[config.mk]
export PLATFORM = sky130hd
export DESIGN_NAME = clk_sw_ctrl
export DESIGN_NICKNAME = d
export VERILOG_FILES = /design/src/rtl/clk_sw_ctrl_pkg.sv /design/src/rtl/clk_sw_rr_arb.sv /design/src/rtl/clk_sw_ctrl.sv
export SDC_FILE = /design/constraint.sdc
export NUM_CORES = 1
export LEC_CHECK = 0
export CAP_MARGIN = 20
export CORE_MARGIN = 8
export CORE_UTILIZATION = 40
export CTS_BUF_LIST = sky130_fd_sc_hd__clkbuf_16
export DETAILED_ROUTE_END_ITERATION = 10
export MAX_ROUTING_LAYER = met4
export PLACE_DENSITY_LB_ADDON = 0.05
export SLEW_MARGIN = 15
export SYNTH_ARGS = -nofsm -noshare
export SYNTH_HDL_FRONTEND = slang
export SYNTH_SLANG_ARGS = --single-unit
[constraint.sdc]
create_clock -name clk -period 5.9 [get_ports clk]
set_input_delay 1.77 -clock clk [delete_from_list [all_inputs] [get_ports clk]]
set_output_delay 1.77 -clock clk [all_outputs]
set_load 0.1 [all_outputs]
[src/rtl/clk_sw_ctrl_pkg.sv]
// Shared types and constants for the clock-select sequencer.
package clk_sw_ctrl_pkg;

    typedef enum logic [1:0] {
        ST_IDLE   = 2'd0,
        ST_SETTLE = 2'd1,
        ST_HOLD   = 2'd2,
        ST_ACK    = 2'd3
    } state_e;

    localparam int SW_CNT_W = 16;

    function automatic logic [SW_CNT_W-1:0] sat_inc(input logic [SW_CNT_W-1:0] v);
        return (v == '1) ? v : v + SW_CNT_W'(1);
    endfunction

endpackage

[src/rtl/clk_sw_rr_arb.sv]
// Combinational round-robin picker: first set request at or above rr_ptr, with wrap.
module clk_sw_rr_arb
    import clk_sw_ctrl_pkg::*;
#(
    parameter int NUM_REQ = 4,
    parameter int IDX_W   = $clog2(NUM_REQ)
) (
    input  logic [NUM_REQ-1:0] req_vld,
    input  logic [IDX_W-1:0]   rr_ptr,
    output logic [NUM_REQ-1:0] gnt,
    output logic [IDX_W-1:0]   gnt_idx
);

    logic           found;
    logic [IDX_W:0] k;

    always_comb begin
        gnt     = '0;
        gnt_idx = '0;
        found   = 1'b0;
        k       = '0;
        for (int i = 0; i < NUM_REQ; i++) begin
            k = {1'b0, rr_ptr} + (IDX_W+1)'(i);
            if (k >= (IDX_W+1)'(NUM_REQ)) begin
                k = k - (IDX_W+1)'(NUM_REQ);
            end
            if (!found && req_vld[k[IDX_W-1:0]]) begin
                found                = 1'b1;
                gnt[k[IDX_W-1:0]]    = 1'b1;
                gnt_idx              = k[IDX_W-1:0];
            end
        end
    end

endmodule

[src/rtl/clk_sw_ctrl.sv]
// Owns the glitch-free clock mux select: arbitrates requesters round-robin,
// switches one at a time and acks only after settle + hold have elapsed.
//   state  | meaning
//   IDLE   | waiting for any req_vld; arbitrate and possibly switch
//   SETTLE | clk_sel changed, waiting for the mux synchronisers
//   HOLD   | minimum dwell before the next arbitration
//   ACK    | ack pulse on the output, advance rr_ptr
module clk_sw_ctrl
    import clk_sw_ctrl_pkg::*;
#(
    parameter int NUM_REQ    = 4,
    parameter bit DEF_SEL    = 1'b0,
    parameter int SETTLE_CYC = 16,
    parameter int MIN_HOLD   = 8,
    parameter int CNT_W      = 8
) (
    input  logic                clk,
    input  logic                rst_n,
    input  logic [NUM_REQ-1:0]  req_vld,
    input  logic [NUM_REQ-1:0]  req_sel,
    output logic [NUM_REQ-1:0]  req_ack,
    output logic                clk_sel,
    output logic                busy,
    output logic [SW_CNT_W-1:0] sw_cnt
);

    localparam int IDX_W = $clog2(NUM_REQ);

    state_e               state_q, state_d;
    logic [CNT_W-1:0]     timer_q, timer_d;
    logic [IDX_W-1:0]     rr_ptr_q, rr_ptr_d;
    logic [IDX_W-1:0]     gnt_idx_q, gnt_idx_d;
    logic [NUM_REQ-1:0]   ack_q, ack_d;
    logic                 clk_sel_q, clk_sel_d;
    logic                 busy_q, busy_d;
    logic [SW_CNT_W-1:0]  sw_cnt_q, sw_cnt_d;
    logic [NUM_REQ-1:0]   arb_gnt;
    logic [IDX_W-1:0]     arb_idx;
    logic                 enter_ack;

    clk_sw_rr_arb #(
        .NUM_REQ (NUM_REQ),
        .IDX_W   (IDX_W)
    ) u_arb (
        .req_vld (req_vld),
        .rr_ptr  (rr_ptr_q),
        .gnt     (arb_gnt),
        .gnt_idx (arb_idx)
    );

    always_comb begin
        state_d   = state_q;
        timer_d   = timer_q;
        rr_ptr_d  = rr_ptr_q;
        gnt_idx_d = gnt_idx_q;
        clk_sel_d = clk_sel_q;
        sw_cnt_d  = sw_cnt_q;
        ack_d     = '0;
        enter_ack = 1'b0;
        unique case (state_q)
            ST_IDLE: begin
                if (|req_vld) begin
                    gnt_idx_d = arb_idx;
                    if (req_sel[arb_idx] == clk_sel_q) begin
                        state_d = ST_ACK;
                        ack_d   = arb_gnt;
                    end else begin
                        clk_sel_d = req_sel[arb_idx];
                        sw_cnt_d  = sat_inc(sw_cnt_q);
                        timer_d   = CNT_W'(SETTLE_CYC - 1);
                        state_d   = ST_SETTLE;
                    end
                end
            end
            ST_SETTLE: begin
                if (timer_q == '0) begin
                    if (MIN_HOLD == 0) begin
                        enter_ack = 1'b1;
                    end else begin
                        timer_d = CNT_W'(MIN_HOLD - 1);
                        state_d = ST_HOLD;
                    end
                end else begin
                    timer_d = timer_q - CNT_W'(1);
                end
            end
            ST_HOLD: begin
                if (timer_q == '0) begin
                    enter_ack = 1'b1;
                end else begin
                    timer_d = timer_q - CNT_W'(1);
                end
            end
            ST_ACK: begin
                rr_ptr_d = (gnt_idx_q == IDX_W'(NUM_REQ - 1)) ? '0 : gnt_idx_q + IDX_W'(1);
                state_d  = ST_IDLE;
            end
            default: state_d = ST_IDLE;
        endcase
        // The ack is registered, so a withdrawal is judged on the cycle we enter ACK.
        if (enter_ack) begin
            state_d           = ST_ACK;
            ack_d[gnt_idx_q]  = req_vld[gnt_idx_q];
        end
        busy_d = (state_d != ST_IDLE);
    end

    always_ff @(posedge clk or negedge rst_n) begin
        if (!rst_n) begin
            state_q   <= ST_IDLE;
            timer_q   <= '0;
            rr_ptr_q  <= '0;
            gnt_idx_q <= '0;
            ack_q     <= '0;
            clk_sel_q <= DEF_SEL;
            busy_q    <= 1'b0;
            sw_cnt_q  <= '0;
        end else begin
            state_q   <= state_d;
            timer_q   <= timer_d;
            rr_ptr_q  <= rr_ptr_d;
            gnt_idx_q <= gnt_idx_d;
            ack_q     <= ack_d;
            clk_sel_q <= clk_sel_d;
            busy_q    <= busy_d;
            sw_cnt_q  <= sw_cnt_d;
        end
    end

    assign req_ack = ack_q;
    assign clk_sel = clk_sel_q;
    assign busy    = busy_q;
    assign sw_cnt  = sw_cnt_q;

endmodule

-- Yosys cells after proc, flatten, opt, wreduce, memory -nomap -nowiden
Index checks and enable logic that the tools add are counted.
- flip-flop bits (word level): 36
- output and inout bits: 22
- logic and storage cells: 122
- equality and inequality tests: 9
- reduce and logical (&&, ||, !) cells: 20
- mux-type cells: 55
- bitwise gates (word level): 5
- $add $sub $neg: 10
- order comparisons: 15
- operator list (operator ; count):
    $mux 4 ; 8
    $mux 8 ; 4
    $mux 2 ; 13
    $pmux 8 s3 ; 1
    $lt 2x3->1 const B ; 6
    $add 16x1->16 const B ; 1
    $eq 16x16->1 const B ; 1
    $mux 1 ; 16
    $bmux 1 s2 ; 6
    $or 4x4->4 ; 3
    $demux 1 s2 ; 5
    $ge 2x1->1 const B ; 5
    $ge 3x3->1 const B ; 3
    $logic_and 1x1->1 ; 8
    $logic_not 8->1 ; 1
    $reduce_and 4->1 ; 2
    $sub 2x1->2 const B ; 4
    $sub 8x1->8 const B ; 1
    $add 2x2->3 const B ; 2
    $eq 2x2->1 const B ; 3
    $ne 2x2->1 const B ; 3
    $pmux 2 s3 ; 1
    $bwmux 4 ; 1
    $reduce_or 4->1 ; 1
    12 further kinds ; 15

-- Logic depth before layout (Yosys ltp)
- word-level depth: 22
- mapped depth: 16
- gate-level depth less buffers: 11

-- By module
From an unflattened synthesis, not the netlist that was laid out.
- cells, all modules: 261
- area total of the unflattened synthesis: 2483.6 sq um
- modules (own cells, without submodules) (module ; seq. area each (sq um) ; cells an instance ; times used ; area each (sq um)):
    clk_sw_ctrl ; 900.9 ; 196 ; 1 ; 1994.4
    clk_sw_rr_arb ; 0.0 ; 65 ; 1 ; 489.2

-- Worst setup path before layout
No wires, ideal clock.
- path kind: input -> register
- start point: input req_vld[3]
- end point: register sw_cnt_q[15] (netlist: sw_cnt[15])
- stages: 11
- required time: 5.738 ns
- path slack: 1.658 ns
- path buffers: 3
- data arrival time: 4.080 ns
- path through: buf_2 mux4_2 buf_2 nor3_2 a211oi_2 a21o_1 mux2i_2 mux2_4 buf_6 nor4_1 xor2_1
- word-level cells in the longest chain between the ends: 17
- elaborated cells on any way between the ends: 27
- those cells by class: eq/ne (1); mux (17); bitwise (1); reduce/logical (8)
- ends and longest elaborated chain (element ; RTL line ; source):
    start, declared ; clk_sw_ctrl.sv:19 ; input logic [NUM_REQ-1:0] req_vld,
    $bmux 1 s2 ; clk_sw_rr_arb.sv:27 ; if (!found && req_vld[k[IDX_W-1:0]]) begin
    $mux 1 (implied by the code) ; clk_sw_rr_arb.sv:27 ;
    $mux 1 ; clk_sw_rr_arb.sv:27 ;
    $logic_not 1->1 ; clk_sw_rr_arb.sv:27 ;
    $logic_and 1x1->1 ; clk_sw_rr_arb.sv:27 ;
    $mux 1 ; clk_sw_rr_arb.sv:27 ;
    $logic_not 1->1 ; clk_sw_rr_arb.sv:27 ;
    $logic_and 1x1->1 ; clk_sw_rr_arb.sv:27 ;
    $mux 1 ; clk_sw_rr_arb.sv:27 ;
    $logic_not 1->1 ; clk_sw_rr_arb.sv:27 ;
    $logic_and 1x1->1 ; clk_sw_rr_arb.sv:27 ;
    $mux 2 ; clk_sw_rr_arb.sv:27 ;
    $bmux 1 s2 ; clk_sw_ctrl.sv:64 ; if (req_sel[arb_idx] == clk_sel_q) begin
    $mux 1 (implied by the code) ; clk_sw_ctrl.sv:64 ;
    $eq 1x1->1 ; clk_sw_ctrl.sv:64 ;
    $not 1->1 (no line) ; - ;
    $reduce_and 4->1 (no line) * ; - ;
    end signal, assigned ; clk_sw_ctrl.sv:126 ; sw_cnt_q <= sw_cnt_d;
    end, declared ; clk_sw_ctrl.sv:36 ; logic [SW_CNT_W-1:0] sw_cnt_q, sw_cnt_d;
Every way passes the cells marked *; elsewhere a longest branch is shown, timed or not. The select of a mux whose other input is x is not followed.
A chain may end at the register's enable or synchronous reset.

-- Final worst setup path
- start point: input req_vld[2]
- end point: register sw_cnt_q[7] (netlist: sw_cnt[7])
The elaborated chain is that of the path after synthesis.

==> results.md <==
* Run status: finished, final reports clean
* Max_slew headroom at 33.03%
* Global Route met1 Usage at 19.88%
* Number of antenna violations at the first check in global routing at 0
* Die width at 96 microns
* Most instantiated flip-flop cell in the synthesis netlist: sky130_fd_sc_hd__dfrtp_1
* Worst-case clock skew at 0.002617 ns
* GRT Total Usage at 14.32%
* Root Buffer Master: sky130_fd_sc_hd__clkbuf_16
* Slack of the worst reg-to-reg path at 1.44 ns
* Vias at 2034
* Slowest cell on the critical path: sky130_fd_sc_hd__clkdlybuf4s50_1
* Gate count after technology mapping at 267
* Largest net degree at the start of global routing at 37
* Routability congestion estimate at 0.8045
* Post-route setup slack at 1.021 ns
* Count of distinct cell types in the synthesized netlist at 57
* Fin. Hold Viols at 0
* Clk sinks at 36
* Routed wire length at 5.918 mm
* # IOs at 32
* Layout cell share with drive strength beyond 1 at 9.524%
* CTS clock-pin slew for the worst setup and hold paths at 0.06 ns
* Area of the die at 0.009216 sq mm
* Number of I/O port buffers at 31
* Delay of the slowest critical-path stage at 0.71 ns
* Hold-critical path endpoint: sw_cnt[11]
* Depth of the CTS H-tree at 2
* Post-detailed-route count of antenna-violating nets at 0
* Number of instances resized during post-cts repair at 0
* 1st-iter DRT viols at 101
* Total Neg Setup Slack at 0 ns
* Postcts setup bufs at 0
* Leading cell types in the layout, fill and taps excluded: sky130_fd_sc_hd__dfrtp_1, sky130_fd_sc_hd__clkdlybuf4s50_1, sky130_fd_sc_hd__nor2_1, sky130_fd_sc_hd__nand2_1, sky130_fd_sc_hd__ha_1
* Chip height at 96 microns
* Int Pwr at 0.9526 mW
* Cell class contributing the biggest share of worst-path delay: multiplexers
* Synth Cell Area at 0.002560 sq mm
* Finished Layout Cells at 371
* Data arrival time of the critical path at 5.08 ns
* Post-synth EDFFs at 0
* Element type at the critical path end: flip-flop
* Required time at the worst-slack endpoint at 6.10 ns
* Net count, final at 321
* Tmin final at 4.879 ns
* Share of power burned in registers at 21.8%
* Per-cell routed wire length at 15.95 microns
* Global-route track usage on met2 at 20.20%
* Clock network power share at 15.6%
* Worst slack after detailed placement at 0.7195 ns
* Busiest metal layer after global routing: met2
* Area growth from synthesis to layout at 19.16%
* Endpoint of the worst-slack reg-to-reg timing path: sw_cnt[7]
* Utilization of the core after routing at 48.59%
* Number of buffers inserted by hold repair at cts at 0
* Final clock period utilization by the worst path at 82.70%
* CTS tree: built
* Instance count after placement with tap cells included at 363
* Worst-case vdd ir drop at 0.4844 mV
* Static leakage at 1.320 nW
* Most common cell after layout, fill and taps aside: sky130_fd_sc_hd__dfrtp_1
* Post-Synthesis Mean Instance Area at 9.588 sq um
* Start point of the worst min-delay path: sw_cnt[11]
* Number of global-route vias before repair at 1999
* Worst Hold Depth at 1
* Relative contribution of combinational cells to total power at 62.6%
* GRT met3 Usage at 2.808%
* Share of flip-flops with an asynchronous set or reset at 100.0%
* Clock latency at the later pin of the worst-skew pair at 0.28 ns
* Antenna Diode Count at 0
* Power dissipated by switching net loads at 0.9805 mW
* Number of warnings reported in the yosys synthesis log at 0
* Final routed DRC violation total at 0
* Post-synthesis net count at 295
* Top fanout value on the critical path at 14
* Cells along the critical path: clkdlybuf4s50_1 > mux4_2 > nor2_1 > and3_1 > o31ai_4 > mux2i_2 > mux2_4 > nor4_1 > xor2_1
* # rows at 29
* Transition time at the pin with the least slew margin at 1.001 ns
* Placeable core area at 0.006277 sq mm
* Fmax at 0.2049 GHz
* Switching share of power at 50.72%
* Proportion of synthesized chip area in sequential cells at 35.19%
* Num CTS Buffers at 5
* Buffers & Inverters on Critical Path at 1
* Number of maximum-capacitance violations at 0
* P per Cell Area at 633.7 mW/mm^2
* Min-delay worst type: reg -> reg
* Setup-violating endpoint count in the final report at 0
* Number of pins exceeding their max-slew limit in the final report at 0
* Aggregate global routing overflow at 0
* Maximum buffer depth of the clock tree at 2
* Unrepaired setup endpoints after global routing: no
* Sort of element at the start of the critical path: input pin
* First-pass GRT wire length at 10.13 mm
* Startpoint of the worst-slack reg-to-reg timing path: rr_ptr_q[0]
* Average via count per standard cell at 5.482
* Sum of net half-perimeters after detailed placement at 4.339 mm
* Path depth of the worst reg2reg path at 11
* Critical path start-end classification: in -> reg
* Initial core utilization at 40.78%
* Number of detailed-routing iterations run before antenna repair at 4
* #FFs+latches synth at 36
## Yosys cell counts, drive strengths merged (2+ instances only)
| master | n | area [sq um] |
|---|---|---|
| dfrtp | 36 | 900.9 |
| nor2 | 26 | 97.59 |
| nand2 | 22 | 82.58 |
| ha | 18 | 225.2 |
| inv | 15 | 56.30 |
| o21ai | 14 | 70.06 |
| buf | 11 | 78.82 |
| nand3 | 9 | 45.04 |
| xor2 | 9 | 78.83 |
| a21oi | 7 | 38.79 |
| xnor2 | 7 | 61.31 |
| mux2i | 6 | 63.81 |
| nand4 | 6 | 37.54 |
| nor4 | 6 | 37.54 |
| mux2 | 5 | 60.05 |
| a211oi | 4 | 40.03 |
| a221oi | 4 | 35.03 |
| a22oi | 4 | 30.03 |
| a32o | 4 | 40.04 |
| mux4 | 4 | 90.09 |
| nand2b | 4 | 25.02 |
| nor3 | 4 | 25.02 |
| o2bb2ai | 4 | 35.03 |
| or3 | 4 | 25.02 |
| a21o | 3 | 22.52 |
| and3 | 3 | 18.77 |
| o32a | 3 | 30.03 |
| a32oi | 2 | 17.52 |
| clkbuf | 2 | 7.510 |
| nor3b | 2 | 15.01 |
## flip-flops by register name, summed over array words and instances, names as in the netlist
name	cells
sw_cnt	16
timer_q	8
rr_ptr_q	2
clk_sel	1
state_q	2
gnt_idx_q	2
busy	1
req_ack	4
## area by class of cell
class / count / area [sq um]
Tap cell: 77 / 96.34
Clock inverter: 3 / 42.54
Multi-Input combinational cell: 203 / 1516
Fill cell: 586 / 3227
Inverter: 15 / 56.30
Sequential cell: 36 / 900.9
Clock buffer: 5 / 125.1
Timing Repair Buffer: 32 / 312.8
## worst max path at each step
| stage | start | end | slack [ns] | cells past startpoint |
|---|---|---|---|---|
| 3_3_place_gp | req_vld[2] | sw_cnt[7] | 0.79 | 9 |
| 6_report | req_vld[2] | sw_cnt[7] | 1.02 | 9 |
| 2_1_floorplan | req_vld[3] | sw_cnt[15] | 1.66 | 11 |
| 3_5_place_dp | req_vld[2] | sw_cnt[7] | 0.72 | 9 |
| 4_1_cts | req_vld[2] | sw_cnt[7] | 0.99 | 9 |
| 5_1_grt | req_vld[2] | sw_cnt[7] | 0.76 | 9 |
## through the flow
| stage | instance area (sq um) | hold WS (ns) | power [mW] |
|---|---|---|---|
| final | 3050 | 0.4817 | 1.933 |
| after floorplan | 2560 | 0.4617 | 1.408 |
| after global routing | 3050 | 0.5067 | 2.090 |
| after detailed placement | 2883 | 0.4748 | 1.636 |
| after CTS | 3050 | 0.4849 | 1.954 |
| after global placement | 2883 | 0.4743 | 1.639 |
## power by group through the flow
stage | clock, mW | combinational [mW] | sequential, mW
global placement | 0 | 1.21 | 0.426
finish | 0.302 | 1.21 | 0.421
detailed placement | 0 | 1.21 | 0.424
floorplan | 0 | 0.768 | 0.640
CTS | 0.310 | 1.22 | 0.421
global route | 0.319 | 1.33 | 0.438
## metal layers
layer	share of wire [%]	wire length, microns
met1	52	3050
met3	3.6	216
met5	0	0
met2	43	2573
met4	1.3	77
## cell families (layout without fill, tap and decap cells)
kind of cell	count (synthesis)	after routing	synth area share [%]
AOI/OAI and AO/OA	61	61	18.62
xor gates and xnor gates	16	16	5.474
adders and majority gates	18	18	8.798
buffers and inverters	28	55	5.572
DFF	36	36	35.19
muxes	15	15	8.358
and+or+nand+nor	93	93	17.99
(Power assumes the default switching activity.)
